$ cat config.mk
export PLATFORM = sky130hd
export DESIGN_NAME = code_lock_param
export DESIGN_NICKNAME = d
export VERILOG_FILES = /design/src/rtl/code_lock_param.sv
export SDC_FILE = /design/constraint.sdc
export NUM_CORES = 1
export LEC_CHECK = 0
export ABC_CLOCK_PERIOD_IN_PS = 3800
export CAP_MARGIN = 10
export CORE_UTILIZATION = 59
export CTS_CLUSTER_DIAMETER = 150
export CTS_CLUSTER_SIZE = 24
export DETAILED_ROUTE_END_ITERATION = 10
export GPL_ROUTABILITY_DRIVEN = 0
export PLACE_DENSITY = 0.89
export SYNTH_ARGS = -nofsm -noshare
export SYNTH_HDL_FRONTEND = slang
export SYNTH_SLANG_ARGS = --single-unit
$ cat constraint.sdc
create_clock -name clk -period 3.8 [get_ports clk]
set_input_delay 0.95 -clock clk [delete_from_list [all_inputs] [get_ports clk]]
set_output_delay 0.95 -clock clk [all_outputs]
set_load 0.01 [all_outputs]
$ cat src/rtl/code_lock_param.sv
// ----------------------------------------------------------------------------
// code_lock_param
// Two-button digital code lock. Digits are entered serially (MSB first) and
// compared against a programmable code register once CODE_LEN digits have
// been collected. A match opens the lock for UNLOCK_CYC cycles. MAX_FAIL
// consecutive mismatches trigger an alarm lockout of LOCKOUT_CYC cycles.
// While unlocked, the code register can be reprogrammed.
//
// Ports
//   clk        rising-edge clock
//   reset      asynchronous active-high reset
//   b0, b1     digit buttons: 10 -> digit 0, 01 -> digit 1, 11 -> clear
//   prog_en    load prog_code into the code register (UNLOCK state only)
//   prog_code  new code, MSB = first digit entered
//   unlock     registered, high while in UNLOCK
//   alarm      registered, high while in LOCKOUT
//   fail_cnt   registered count of consecutive failed attempts
//   digit_cnt  registered count of digits entered in the current attempt
// ----------------------------------------------------------------------------
module code_lock_param #(
   parameter int unsigned          CODE_LEN     = 5,
   parameter logic [CODE_LEN-1:0]  DEFAULT_CODE = 5'b01011,
   parameter int unsigned          MAX_FAIL     = 3,
   parameter int unsigned          UNLOCK_CYC   = 4,
   parameter int unsigned          LOCKOUT_CYC  = 16
) (
   input  logic                              clk,
   input  logic                              reset,
   input  logic                              b0,
   input  logic                              b1,
   input  logic                              prog_en,
   input  logic [CODE_LEN-1:0]               prog_code,
   output logic                              unlock,
   output logic                              alarm,
   output logic [$clog2(MAX_FAIL+1)-1:0]     fail_cnt,
   output logic [$clog2(CODE_LEN+1)-1:0]     digit_cnt
);

   localparam int unsigned FW   = $clog2(MAX_FAIL + 1);
   localparam int unsigned DW   = $clog2(CODE_LEN + 1);
   localparam int unsigned TMAX = (UNLOCK_CYC > LOCKOUT_CYC) ? UNLOCK_CYC : LOCKOUT_CYC;
   localparam int unsigned TW   = $clog2(TMAX + 1);

   typedef enum logic [1:0] {
      ST_ENTRY   = 2'd0,
      ST_UNLOCK  = 2'd1,
      ST_LOCKOUT = 2'd2
   } state_t;

   state_t                r_state;
   state_t                w_state_nxt;

   // Only the first CODE_LEN-1 digits need storing; the last one is
   // compared straight from the buttons in the cycle it is accepted.
   logic [CODE_LEN-2:0]   r_entry;
   logic [CODE_LEN-1:0]   r_code;
   logic [DW-1:0]         r_digit_cnt;
   logic [FW-1:0]         r_fail_cnt;
   logic [TW-1:0]         r_timer;
   logic                  r_unlock;
   logic                  r_alarm;

   logic [CODE_LEN-2:0]   w_entry_nxt;
   logic [CODE_LEN-1:0]   w_code_nxt;
   logic [DW-1:0]         w_digit_nxt;
   logic [FW-1:0]         w_fail_nxt;
   logic [TW-1:0]         w_timer_nxt;
   logic                  w_unlock_nxt;
   logic                  w_alarm_nxt;

   logic                  w_digit;
   logic                  w_clear;
   logic                  w_last;
   logic [CODE_LEN-1:0]   w_entry_shift;
   logic                  w_match;

   // Button decode: exactly one pressed is a digit (value = b1), both is clear
   assign w_digit       = b0 ^ b1;
   assign w_clear       = b0 & b1;
   assign w_last        = (r_digit_cnt == DW'(CODE_LEN - 1));
   assign w_entry_shift = {r_entry, b1};
   assign w_match       = (w_entry_shift == r_code);

   // State register
   always_ff @(posedge clk or posedge reset) begin
      if (reset) begin
         r_state <= ST_ENTRY;
      end else begin
         r_state <= w_state_nxt;
      end
   end

   // Next-state and datapath next values
   always_comb begin
      w_state_nxt = r_state;
      w_entry_nxt = r_entry;
      w_code_nxt  = r_code;
      w_digit_nxt = r_digit_cnt;
      w_fail_nxt  = r_fail_cnt;
      w_timer_nxt = r_timer;

      case (r_state)
         ST_ENTRY: begin
            if (w_clear) begin
               w_entry_nxt = '0;
               w_digit_nxt = '0;
            end else if (w_digit) begin
               if (w_last) begin
                  w_entry_nxt = '0;
                  w_digit_nxt = '0;
                  if (w_match) begin
                     w_state_nxt = ST_UNLOCK;
                     w_fail_nxt  = '0;
                     w_timer_nxt = TW'(UNLOCK_CYC - 1);
                  end else if (r_fail_cnt == FW'(MAX_FAIL - 1)) begin
                     w_state_nxt = ST_LOCKOUT;
                     w_fail_nxt  = FW'(MAX_FAIL);
                     w_timer_nxt = TW'(LOCKOUT_CYC - 1);
                  end else begin
                     w_fail_nxt  = r_fail_cnt + FW'(1);
                  end
               end else begin
                  w_entry_nxt = w_entry_shift[CODE_LEN-2:0];
                  w_digit_nxt = r_digit_cnt + DW'(1);
               end
            end
         end

         ST_UNLOCK: begin
            w_entry_nxt = '0;
            w_digit_nxt = '0;
            if (prog_en) begin
               w_code_nxt = prog_code;
            end
            // Timer is loaded with UNLOCK_CYC-1 so the state lasts UNLOCK_CYC cycles
            if (r_timer == '0) begin
               w_state_nxt = ST_ENTRY;
            end else begin
               w_timer_nxt = r_timer - TW'(1);
            end
         end

         ST_LOCKOUT: begin
            w_entry_nxt = '0;
            w_digit_nxt = '0;
            if (r_timer == '0) begin
               w_state_nxt = ST_ENTRY;
               w_fail_nxt  = '0;
            end else begin
               w_timer_nxt = r_timer - TW'(1);
            end
         end

         default: begin
            w_state_nxt = ST_ENTRY;
            w_entry_nxt = '0;
            w_digit_nxt = '0;
            w_fail_nxt  = '0;
            w_timer_nxt = '0;
         end
      endcase
   end

   // Output decode from the next state so the flags register in step with it
   always_comb begin
      w_unlock_nxt = 1'b0;
      w_alarm_nxt  = 1'b0;
      case (w_state_nxt)
         ST_UNLOCK:  w_unlock_nxt = 1'b1;
         ST_LOCKOUT: w_alarm_nxt  = 1'b1;
         default: begin
            w_unlock_nxt = 1'b0;
            w_alarm_nxt  = 1'b0;
         end
      endcase
   end

   // Datapath and output registers
   always_ff @(posedge clk or posedge reset) begin
      if (reset) begin
         r_entry     <= '0;
         r_code      <= DEFAULT_CODE;
         r_digit_cnt <= '0;
         r_fail_cnt  <= '0;
         r_timer     <= '0;
         r_unlock    <= 1'b0;
         r_alarm     <= 1'b0;
      end else begin
         r_entry     <= w_entry_nxt;
         r_code      <= w_code_nxt;
         r_digit_cnt <= w_digit_nxt;
         r_fail_cnt  <= w_fail_nxt;
         r_timer     <= w_timer_nxt;
         r_unlock    <= w_unlock_nxt;
         r_alarm     <= w_alarm_nxt;
      end
   end

   assign unlock    = r_unlock;
   assign alarm     = r_alarm;
   assign fail_cnt  = r_fail_cnt;
   assign digit_cnt = r_digit_cnt;

endmodule

==> results.toml, run 1 <==
[setup_path]
startpoint = "b1"
timing.rr.start = "r_state[0]"
rr_endpoint = "unlock"
cp_cell_sequence = "clkdlybuf4s50_1 > inv_1 > ha_1 > nand4b_4 > o311ai_4 > nand2_2 > mux2_4"
path_buf_inv = 2
required_ns = 4.03
worstSetupPathDepth = 7
rr_worst_depth = 6
crit_type = "primary input to flip-flop"
r2r_slack_ns = 1.54
critPathSlowestCell = "clkdlybuf4s50_1"
cp_top_family = "buffers and inverters"
startpoint_type = "primary input"
worstSetupEndpointType = "flip-flop"
slowest_delay_ns = 0.54
cp_max_fo = 6
critPathArrivalTime_ns = 2.88
crit_end = "r_timer[1]"

[pwr]
power_frac_comb_pct = 49.9
p_leak_nw = 0.8278
clock_power_share_pct = 10.9
power.switching_mw = 0.4579
p_seq_share_pct = 39.1
p_int_mw = 0.6385
vdd_drop_max_v = 0.0006031
power.density_nw_per_um2 = 656.4
p_sw_share_pct = 41.76

[logic_synthesis]
synthArstFlopShare_pct = 100.0
synth_nets = 155
syn_inst = 134
synthDistinctLibCells = 42
syn_area_sq_um = 1453
synth_area_per_cell_sq_um = 10.84
yosysWarnings = 0
synth_edf_count = 0
yosysSeqAreaShare_pct = 39.88
synth_ff_type = "dfrtp_1"
synth-seq-cells = 23

[finish]
drive_gt1_share_pct = 18.42
syn_to_final_growth_pct = 14.99
antenna_cells = 0
final_cell_area_sq_um = 1670
fin_cells = 180
mostFrequentLayoutCells = "dfrtp_1, clkdlybuf4s50_1, inv_1"
final_common_cell = "dfrtp_1"
nNetsFinal = 174
postLayoutCoreUtil_pct = 73.39

[timing]
clock.fmax_mhz = 376.8
fin_skew_ns = 0.01685
min_period_ns = 2.654
rsz0062_at_grt = "no"
tns_ns = 0
tightest_slew_ns = 0.8576
slew_viol_final = 0
min_period_over_period_pct = 69.85
hold_viol = 0
hold_ws_ns = 0.5596
slew_headroom_pct = 42.77
setup_viol = 0

[routing]
drt_iter0_drc = 60
wl_per_cell_microns = 16.52
finalWirelength_mm = 2.974
via_per_inst = 6.183
final_antenna_net_count = 0
num_vias = 1113
dr.pass1.iters = 5
route.detailed.drc = 0

[die]
core-area_sq_um = 2276
rows = 17
ios = 17
die_h_microns = 51.62
dieWidth_microns = 51.62
start_util_pct = 63.83
dieArea_sq_um = 2665

[global_routing]
grt_max_degree = 24
antenna_found_initial = 0
grt-ovfl-total = 0
grt_pass1_vias = 1077
track_usage_pct = 24.92
grt_pass1_wl_mm = 4.671

[worst_hold_path]
hp-class = "flip-flop to flip-flop"
min-delay-start = "fail_cnt[1]"

[clock_network]
ctsResizeCount = 0
cts_hold_buf = 0
cts_sinks = 23
cts_tree = "done"
clockRootBuffer = "clkbuf_4"
clk_pin_slew_worst_paths_ns = 0.15
htreeDepth = 1
cts_buffer_depth = 2
cts_buffers = 3
post-cts-setup-buffers = 0
worstSkewPairLatency_ns = 0.32

[run]
drv_cap = 0

[place]
place_area_sq_um = 1640
placed_cells = 176
hpwl_mm = 2.268
portBuffers = 16

[outcome]
status = "completed"
-- metrics by stage --
step	power, mW	worst slack, ns
CTS	1.089	1.146
floorplan	0.8072	1.494
global placement	0.9332	0.8580
detailed placement	0.9725	0.7863
global route	1.169	1.069
finish	1.096	1.146
-- worst min path at each step --
stage / endpoint / cells after the start / slack (ns)
after floorplan: r_timer[4] / 1 / 0.50
after CTS: fail_cnt[1] / 1 / 0.56
final: fail_cnt[1] / 1 / 0.56
after global placement: r_code[4] / 1 / 0.51
after global routing: fail_cnt[1] / 1 / 0.59
after detailed placement: fail_cnt[1] / 1 / 0.53
-- synthesized netlist by cell type, types with 3 or more instances --
cell type	count	area share, %
dfrtp_1	20	34
inv_1	12	3.1
ha_1	11	9.5
o21ai_0	9	3.1
a21oi_1	8	2.8
nand2_1	8	2.1
mux2_2	7	5.4
nand3_1	4	1.4
nor2_1	4	1.0
nor2b_1	4	1.7
a32o_1	3	2.1
dfstp_2	3	5.4
xnor2_2	3	3.4
-- metal layers --
layer / GRT usage [%] / part of all wire, %
met5: 0 / 0
met4: 9.910 / 2.8
met3: 3.509 / 5.2
met2: 49.13 / 54
met1: 25.90 / 38
-- power by group through the flow --
| stage | Combinational [mW] | Clock (mW) | Sequential (mW) |
|---|---|---|---|
| after detailed placement | 0.539 | 0 | 0.433 |
| after CTS | 0.541 | 0.120 | 0.428 |
| after global placement | 0.508 | 0 | 0.425 |
| after global routing | 0.598 | 0.133 | 0.438 |
| final | 0.547 | 0.120 | 0.429 |
| after floorplan | 0.382 | 0 | 0.425 |
-- flip-flops by register name (all words and copies together), names as in the netlist --
signal	cells
r_code	5
unlock	1
r_timer	5
digit_cnt	3
alarm	1
r_entry	4
r_state	2
fail_cnt	2
-- final cells by class --
| class | count | area [sq um] |
|---|---|---|
| fillers | 161 | 605.6 |
| repair buffers | 16 | 160.2 |
| clock inverters | 1 | 7.507 |
| inverters | 13 | 48.80 |
| multi-input cells | 96 | 817.0 |
| clock buffers | 3 | 22.52 |
| well taps | 28 | 35.03 |
| flip-flops and latches | 23 | 579.3 |
-- logic make-up after synthesis --
family                   after synthesis  share of synthesized area (%)
buffers and inverters                 15                          3.876
multiplexers                           9                          7.494
AND/OR/NAND/NOR                       34                          15.42
adder cells (fa/ha/maj)               11                          9.474
XOR/XNOR                               5                          4.565
AO/OA/AOI/OAI                         37                          19.29
flip-flops                            23                          39.88
No activity file was read; power rests on OpenSTA's default activity.
==> inputs of run 2 (changes only) <==
==> config.mk (replaced) <==
export PLATFORM = sky130hd
export DESIGN_NAME = code_lock_param
export DESIGN_NICKNAME = d
export VERILOG_FILES = /design/src/rtl/code_lock_param.sv
export SDC_FILE = /design/constraint.sdc
export NUM_CORES = 1
export LEC_CHECK = 0
export ABC_CLOCK_PERIOD_IN_PS = 2640
export CAP_MARGIN = 10
export CORE_UTILIZATION = 55
export CTS_CLUSTER_DIAMETER = 150
export CTS_CLUSTER_SIZE = 24
export DETAILED_ROUTE_END_ITERATION = 10
export GPL_ROUTABILITY_DRIVEN = 0
export PLACE_DENSITY = 0.85
export SYNTH_ARGS = -nofsm -noshare
export SYNTH_HDL_FRONTEND = slang
export SYNTH_SLANG_ARGS = --single-unit
==> constraint.sdc (replaced) <==
create_clock -name clk -period 2.64 [get_ports clk]
set_input_delay 0.66 -clock clk [delete_from_list [all_inputs] [get_ports clk]]
set_output_delay 0.66 -clock clk [all_outputs]
set_load 0.01 [all_outputs]
==> results.toml, run 2 (synthesis gave the netlist of run 1 again) <==
[clock_network]
post-cts-setup-buffers = 0
cts_sinks = 23
cts_hold_buf = 0
clockRootBuffer = "clkbuf_4"
cts_buffer_depth = 2
htreeDepth = 1
ctsResizeCount = 0
cts_tree = "done"
worstSkewPairLatency_ns = 0.31
cts_buffers = 3
clk_pin_slew_worst_paths_ns = 0.13

[routing]
drt_iter0_drc = 14
finalWirelength_mm = 2.858
route.detailed.drc = 0
num_vias = 1072
via_per_inst = 5.795
wl_per_cell_microns = 15.45
final_antenna_net_count = 0
dr.pass1.iters = 4

[setup_path]
cp_top_family = "simple AND/OR/NAND/NOR gates"
cp_cell_sequence = "clkdlybuf4s50_1 > inv_1 > ha_1 > nand4b_4 > or4_4 > o21ai_1 > o2bb2ai_1"
crit_type = "primary input to flip-flop"
slowest_delay_ns = 0.59
path_buf_inv = 2
critPathArrivalTime_ns = 2.57
cp_max_fo = 6
startpoint_type = "primary input"
required_ns = 2.88
critPathSlowestCell = "or4_4"
worstSetupEndpointType = "flip-flop"

[place]
placed_cells = 181
place_ws_ns = -0.03478
portBuffers = 16
place_area_sq_um = 1665
hpwl_mm = 2.219

[pwr]
vdd_drop_max_v = 0.0007041
power.density_nw_per_um2 = 926.1
p_leak_nw = 0.8454
totalPowerFinal_mw = 1.568

[global_routing]
grt_max_degree = 24
grt_pass1_vias = 1089
track_usage_pct = 23.70
grt_pass1_wl_mm = 4.864
grt-ovfl-total = 0
antenna_found_initial = 0

[finish]
final_cell_area_sq_um = 1693
nNetsFinal = 177
fill_cells = 187
reg_top3 = "r_code x5, r_timer x5, r_entry x4"
antenna_cells = 0
syn_to_final_growth_pct = 16.54
drive_gt1_share_pct = 20.00
fin_cells = 185
final_common_cell = "dfrtp_1"
mostFrequentLayoutCells = "dfrtp_1, clkdlybuf4s50_1, inv_1"

[timing]
min_period_ns = 2.330
clock.fmax_mhz = 429.1
fin_skew_ns = 0.006738
hold_viol = 0
setup_viol = 0
setup_slack_ns = 0.3097
tightest_slew_ns = 0.4800
slew_headroom_pct = 67.92
slew_viol_final = 0
rsz0062_at_grt = "no"
min_period_over_period_pct = 88.27

[die]
dieArea_sq_um = 2850
ios = 17
core-area_sq_um = 2477
start_util_pct = 58.64
dieWidth_microns = 53.39
rows = 18
die_h_microns = 53.39

[run]
drv_cap = 0

[outcome]
status = "completed"

[worst_hold_path]
hp-class = "flip-flop to flip-flop"
-- run 2: report_power, final --
group | total (mW) | leakage [nW] | internal, mW | switching, mW
combinational | 0.790 | 0.539 | 0.383 | 0.407
clock | 0.164 | 0.0177 | 0.0566 | 0.107
sequential | 0.614 | 0.289 | 0.485 | 0.130
-- run 2: final timing paths --
check / cells past startpoint / slack [ns] / end / startpoint
setup / recovery: 7 / 0.31 / unlock / b1
hold / removal: 1 / 0.56 / r_code[4] / r_code[4]
setup reg to reg: 6 / 0.67 / fail_cnt[1] / r_timer[0]
hold reg to reg: 1 / 0.56 / r_code[4] / r_code[4]
max in group asynchronous: 3 / 1.69 / r_code[0] / reset
min in group asynchronous: 3 / 0.67 / unlock / reset
-- run 2: metrics by stage --
stage	TNS [ns]	hold slack [ns]	util (%)
CTS	0	0.5573	68.33
global route	0	0.5708	68.33
detailed placement	-0.1777	0.5282	67.22
floorplan	0	0.4983	-
finish	0	0.5645	68.33
global placement	0	0.5223	67.22
-- run 2: worst reg2reg max path, stage by stage (launching register included) --
cell and delay, ns:
dfrtp_1 0.44, inv_1 0.10, ha_1 0.14, nor4b_2 0.41, inv_2 0.08, a221oi_2 0.33, mux2_2 0.38
-- run 2: layer usage --
metal | up-vias | part of all wire (%) | global-route usage [%]
met1 | 523 | 44 | 29.29
met2 | 17 | 53 | 41.67
met5 | - | 0 | 0
met3 | 6 | 1.6 | 2.586
met4 | 0 | 1.6 | 8.772
li1 | 526 | - | -
-- run 2: area by class of cell --
type                    instances  area, sq um  share of cell area (%)
flip-flops and latches         23        579.3                   34.22
inverters                      13        48.80                   2.882
clock inverters                 1        5.005                  0.2956
clock buffers                   3        22.52                   1.330
multi-input cells              96        817.0                   48.26
repair buffers                 19        182.7                   10.79
well taps                      30        37.54                   2.217
==> inputs of run 3 (changes only) <==
--- a/config.mk
+++ b/config.mk
@@ -5,14 +5,15 @@
 export SDC_FILE = /design/constraint.sdc
 export NUM_CORES = 1
 export LEC_CHECK = 0
+export ABC_AREA = 1
 export ABC_CLOCK_PERIOD_IN_PS = 2640
 export CAP_MARGIN = 10
-export CORE_UTILIZATION = 55
+export CORE_UTILIZATION = 50
 export CTS_CLUSTER_DIAMETER = 150
 export CTS_CLUSTER_SIZE = 24
 export DETAILED_ROUTE_END_ITERATION = 10
 export GPL_ROUTABILITY_DRIVEN = 0
-export PLACE_DENSITY = 0.85
+export PLACE_DENSITY = 0.79
 export SYNTH_ARGS = -nofsm -noshare
 export SYNTH_HDL_FRONTEND = slang
 export SYNTH_SLANG_ARGS = --single-unit
==> results.toml, run 3 <==
[pwr]
power_frac_comb_pct = 46.8
power.density_nw_per_um2 = 854.1
p_seq_share_pct = 41.4
p_int_mw = 0.7943
totalPowerFinal_mw = 1.339
vdd_drop_max_v = 0.0004912
p_leak_nw = 0.8372
clock_power_share_pct = 11.8
power.switching_mw = 0.5447
p_sw_share_pct = 40.68

[timing]
fin_skew_ns = 0.002906
min_period_ns = 2.042
setup_viol = 0
min_period_over_period_pct = 77.36
hold_viol = 0
tightest_slew_ns = 0.3038
rsz0062_at_grt = "no"
slew_headroom_pct = 79.67
clock.fmax_mhz = 489.6
slew_viol_final = 0
tns_ns = 0
setup_slack_ns = 0.5977

[logic_synthesis]
synth_compound_area_share_pct = 10.67
synth_largest_area_cell = "dfrtp_1"
synth-adder-area-share_pct = 10.30
synth-seq-cells = 23
synth_ff_type = "dfrtp_1"
syn_inst = 166
synth_edf_count = 0
synth_top_family_by_area = "simple AND/OR/NAND/NOR gates"
syn_area_sq_um = 1336
synth_top_area_share_pct = 37.45
synth_xor_area_share_pct = 0.6554
synth_commonest_cells = "nand2_1, inv_1, dfrtp_1, nor2_1, ha_1"
synth_area_per_cell_sq_um = 8.050
ys_top_cells_by_area = "dfrtp_1, nand2_1, ha_1, dfstp_2, inv_1"
yosysWarnings = 0
synthDistinctLibCells = 24
synth_nets = 187
yosysMostFrequentCell = "nand2_1"
synthArstFlopShare_pct = 100.0
synth.area.mux_share_pct = 0.8427
yosys.area_share.simple_pct = 27.43
yosysSeqAreaShare_pct = 43.35

[setup_path]
worstSetupEndpointType = "flip-flop"
rr_worst_depth = 8
timing.rr.start = "r_state[1]"
cp_top_family = "simple AND/OR/NAND/NOR gates"
startpoint_type = "primary input"
critPathSlowestCell = "clkdlybuf4s50_1"
cp_cell_sequence = "clkdlybuf4s50_1 > inv_2 > ha_1 > inv_1 > nor3_2 > nand4_1 > nand2_1 > nand2_1 > nand2_1 > nor2_1"
startpoint = "b1"
worstSetupPathDepth = 10
cp_common_cell = "nand2_1"
required_ns = 2.84
r2r_slack_ns = 1.01
path_buf_inv = 3
slowest_delay_ns = 0.51
critPathArrivalTime_ns = 2.25
crit_type = "primary input to flip-flop"
cp_max_fo = 3

[clock_network]
ctsResizeCount = 0
cts_buffers = 3
htreeDepth = 1
worstSkewPairLatency_ns = 0.30
post-cts-setup-buffers = 0
cts_tree = "done"
cts_sinks = 23
cts_hold_buf = 0
clk_pin_slew_worst_paths_ns = 0.12
clockRootBuffer = "clkbuf_4"
cts_buffer_depth = 2

[place]
hpwl_mm = 2.027
portBuffers = 16
placed_cells = 213
place_ws_ns = 0.2814

[die]
core-area_sq_um = 2500
rows = 18
ios = 17
start_util_pct = 53.45
dieArea_sq_um = 2883
dieWidth_microns = 53.70
die_h_microns = 53.70

[global_routing]
grt_max_degree = 24
antenna_found_initial = 0
track_usage_pct = 20.92
grt-ovfl-total = 0
grt_pass1_vias = 1062
grt_pass1_wl_mm = 4.422

[worst_hold_path]
hold_path_depth = 2
hp-class = "flip-flop to flip-flop"
min-delay-start = "r_code[0]"

[routing]
wl_per_cell_microns = 11.76
route.detailed.drc = 0
final_antenna_net_count = 0
num_vias = 1128
dr.pass1.iters = 4
via_per_inst = 5.198
drt_iter0_drc = 13
finalWirelength_mm = 2.551

[finish]
mostFrequentLayoutCells = "nand2_1, inv_1, dfrtp_1"
fin_cells = 217
nNetsFinal = 209
reg_top3 = "r_code x5, r_timer x5, r_entry x4"
drive_gt1_share_pct = 11.23
final_common_cell = "nand2_1"
syn_to_final_growth_pct = 17.32
antenna_cells = 0

[outcome]
status = "completed"

[run]
drv_cap = 0
[run 3: layout make-up]
cell class                 count  area (sq um)
clock buffer                   4         26.28
tap                           30         37.54
fill                         235         932.1
sequential                    23         579.3
multi-input combinational    119         666.9
inverter                      24         90.09
timing repair buffer          17         167.7
[run 3: metrics by stage]
stage | hold slack [ns] | util, % | cell area (sq um)
3_5_place_dp | 0.4708 | 61.66 | 1541
6_report | 0.4834 | 62.71 | 1568
5_1_grt | 0.5043 | 62.71 | 1568
4_1_cts | 0.4903 | 62.71 | 1568
2_1_floorplan | 0.4466 | - | 1336
3_3_place_gp | 0.4623 | 61.66 | 1541
[run 3: per-layer routing]
layer / vias to the layer above / share of wire, % / global-route usage [%]
li1: 575 / - / -
met1: 539 / 46 / 26.28
met2: 12 / 51 / 36.83
met3: 2 / 2.1 / 2.825
met4: 0 / 0.59 / 6.140
met5: - / 0 / 0
[run 3: path summary, 6_finish.rpt]
path                                   to
worst max-delay path                alarm
worst min-delay path            r_code[0]
worst max register to register      alarm
worst min register to register  r_code[0]
max in group asynchronous       r_code[1]
min in group asynchronous       r_code[4]
[run 3: cell families after synthesis]
family / count (synthesis)
compound gates: 26
flops: 23
buf+inv: 24
fa+ha+maj: 11
mux: 1
xor+xnor: 1
simple gates: 80
[run 3: power groups by stage]
stage | clock, mW | sequential [mW] | combinational, mW
6_report | 0.158 | 0.554 | 0.627
4_1_cts | 0.165 | 0.556 | 0.629
3_5_place_dp | 0 | 0.563 | 0.626
5_1_grt | 0.177 | 0.570 | 0.716
2_1_floorplan | 0 | 0.560 | 0.427
3_3_place_gp | 0 | 0.556 | 0.597
[run 3: worst reg2reg max path, stage by stage (launching register included)]
cell	delay, ns
dfrtp_1	0.43
inv_1	0.13
ha_1	0.30
inv_1	0.14
nor2_1	0.27
nand2_1	0.09
nand2_1	0.06
nand2_1	0.05
nor2_1	0.10
==> RTL change, RTL diff (flow settings as in run 2) <==
`UNLOCK_CYC`: 4 -> 8.
--- a/src/rtl/code_lock_param.sv
+++ b/src/rtl/code_lock_param.sv
@@ -21,7 +21,7 @@
    parameter int unsigned          CODE_LEN     = 5,
    parameter logic [CODE_LEN-1:0]  DEFAULT_CODE = 5'b01011,
    parameter int unsigned          MAX_FAIL     = 3,
-   parameter int unsigned          UNLOCK_CYC   = 4,
+   parameter int unsigned          UNLOCK_CYC   = 8,
    parameter int unsigned          LOCKOUT_CYC  = 16
 ) (
    input  logic                              clk,
Behaviour: not the same (Yosys sat finds a counterexample within 10 cycles, from zero or initial values and one cycle with reset high).
==> RTL change against run 2 <==
Total power fell by 3.2%. Global-route usage rose by 1.9 points. Cell area fell by 4.4%. Highest routed layer unchanged. Count of clock-buffer cells in the layout did not move. Die area fell by 6.0%. Sequential cell count did not move. Critical path type unchanged. Largest cell class unchanged. Wire length fell by 2.9%. Synthesized area fell by 6.3%. Worst setup slack got worse by 0.18 ns.
==> RTL change: results (changes against run 2) <==
- Max incr delay on CP: 0.52 ns (was 0.59 ns)
- Combinational power: 0.732 mW (was 0.790 mW)
- GRT Total Usage: 0.256 (was 0.237)
- Syn Area/Cell: 10.1 um2 (was 10.8 um2)
- Pin count of the biggest net entering global routing: 24 (unchanged)
- Maximum VDD drop: 0.757 mV (was 0.704 mV)
- Hold path start: r_code[2]$_DFFE_PP0P_ (was r_code[4]$_DFFE_PP0P_)
- Post-Syn Nets: 156 (was 155)
- Initial antenna violation count: 0 (unchanged)
- Number of global-route vias before repair: 1,091 (was 1,089)
- Worst relative slew slack: 0.736 (was 0.679)
- Finished Layout Cells: 186 (was 185)
- Place WS: -0.156 ns (was -0.0348 ns)
- XOR/XNOR Fraction of Synth Area: 0.0386 (was 0.0457)
- M1 wire length: 1.14 mm (was 1.25 mm)
- Pins Over Slew Limit: 0 (unchanged)
- Routing usage on met2: 0.452 (was 0.417)
- Hpwl dp: 2.16 mm (was 2.22 mm)
- DR WL met3: 98 um (was 47 um)
- Top cells by area, synth: dfrtp_1, ha_1, mux2_2 (was dfrtp_1, ha_1, dfstp_2)
- Via/cell ratio: 5.98 (was 5.79)
- Mux share of post-synthesis cell area: 0.0662 (was 0.0749)
- Met3 usage in global routing: 0.0409 (was 0.0259)
- Compound-Gate Fraction of Synth Area: 0.162 (was 0.193)
- Reg power frac: 0.408 (was 0.392)
- Clock Skew: 0.00650 ns (was 0.00674 ns)
- Wire length on met2: 1.46 mm (was 1.51 mm)
- First-pass GRT wire length: 4.86 mm (about the same)
- Critical Path Start: b1 (unchanged)
- Static Leak: 0.733 nW (was 0.845 nW)
- Drt wl/cell: 14.9 um (was 15.4 um)
- Synth Area in Adders: 0.101 (was 0.0947)
- Family with the most delay on the worst path: compound AO/OA/AOI/OAI gates (was simple AND/OR/NAND/NOR gates)
- Synth unique cells: 34 (was 42)
- Diodes inserted: 0 (unchanged)
- Placed instance area: 1590 um2 (was 1670 um2)
- Worst r2r src: digit_cnt[0]$_DFFE_PP0P_ (was r_timer[0]$_DFFE_PP0P_)
- Switch Pwr: 0.609 mW (was 0.644 mW)
- Register area share after synthesis: 0.426 (was 0.399)
- Commonest cells post-synth: dfrtp_1, o21ai_0, inv_1 (was dfrtp_1, inv_1, ha_1)
- DRT iter0 DRCs: 12 (was 14)
- Worst R2R Path Depth: 6 (unchanged)
- Switch share: 0.401 (was 0.411)
- Nets@finish: 180 (was 177)
- Largest fanout on the critical path: 5 (was 6)
- Clock latency on the worst-skew pair: between 0.3 and 0.4 ns
- CP arrival: 2.73 ns (was 2.57 ns)
- Worst path slowest cell: clkdlybuf4s50_1 (was or4_4)
- # fillers: 161 (was 187)
- Layout cell share with drive strength beyond 1: 0.152 (was 0.200)
- Status: complete, no violations (unchanged)
- Grt met1 use: 0.291 (was 0.293)
==> RTL change: cell count changes in the layout (fill, tap and decap cells not counted), moves of 3 or more <==
cell	delta
buf_4	+3
nor2_1	+4
o21ai_0	+4
xnor2_1	+4
xnor2_2	-3
==> RTL change: worst paths after layout <==
kind	slack [ns]	to
hold reg to reg	0.56	r_code[2]$_DFFE_PP0P_
max in group asynchronous	1.70	r_code[3]$_DFFE_PP1P_
setup reg to reg	0.61	r_timer[4]$_DFFE_PP0P_
setup / recovery	0.13	r_timer[4]$_DFFE_PP0P_
hold / removal	0.56	r_code[2]$_DFFE_PP0P_
min in group asynchronous	0.66	r_entry[2]$_DFFE_PP0P_
==> RTL change: layout make-up <==
cell class	instances	area [um2]	area share
Timing Repair Buffer	22	205	0.127
Clock buffer	3	22.5	0.0139
Inverter	12	45.0	0.0278
Tap cell	28	35.0	0.0217
Clock inverter	1	5.00	0.00309
Multi-Input combinational cell	97	726	0.449
Sequential cell	23	579	0.358
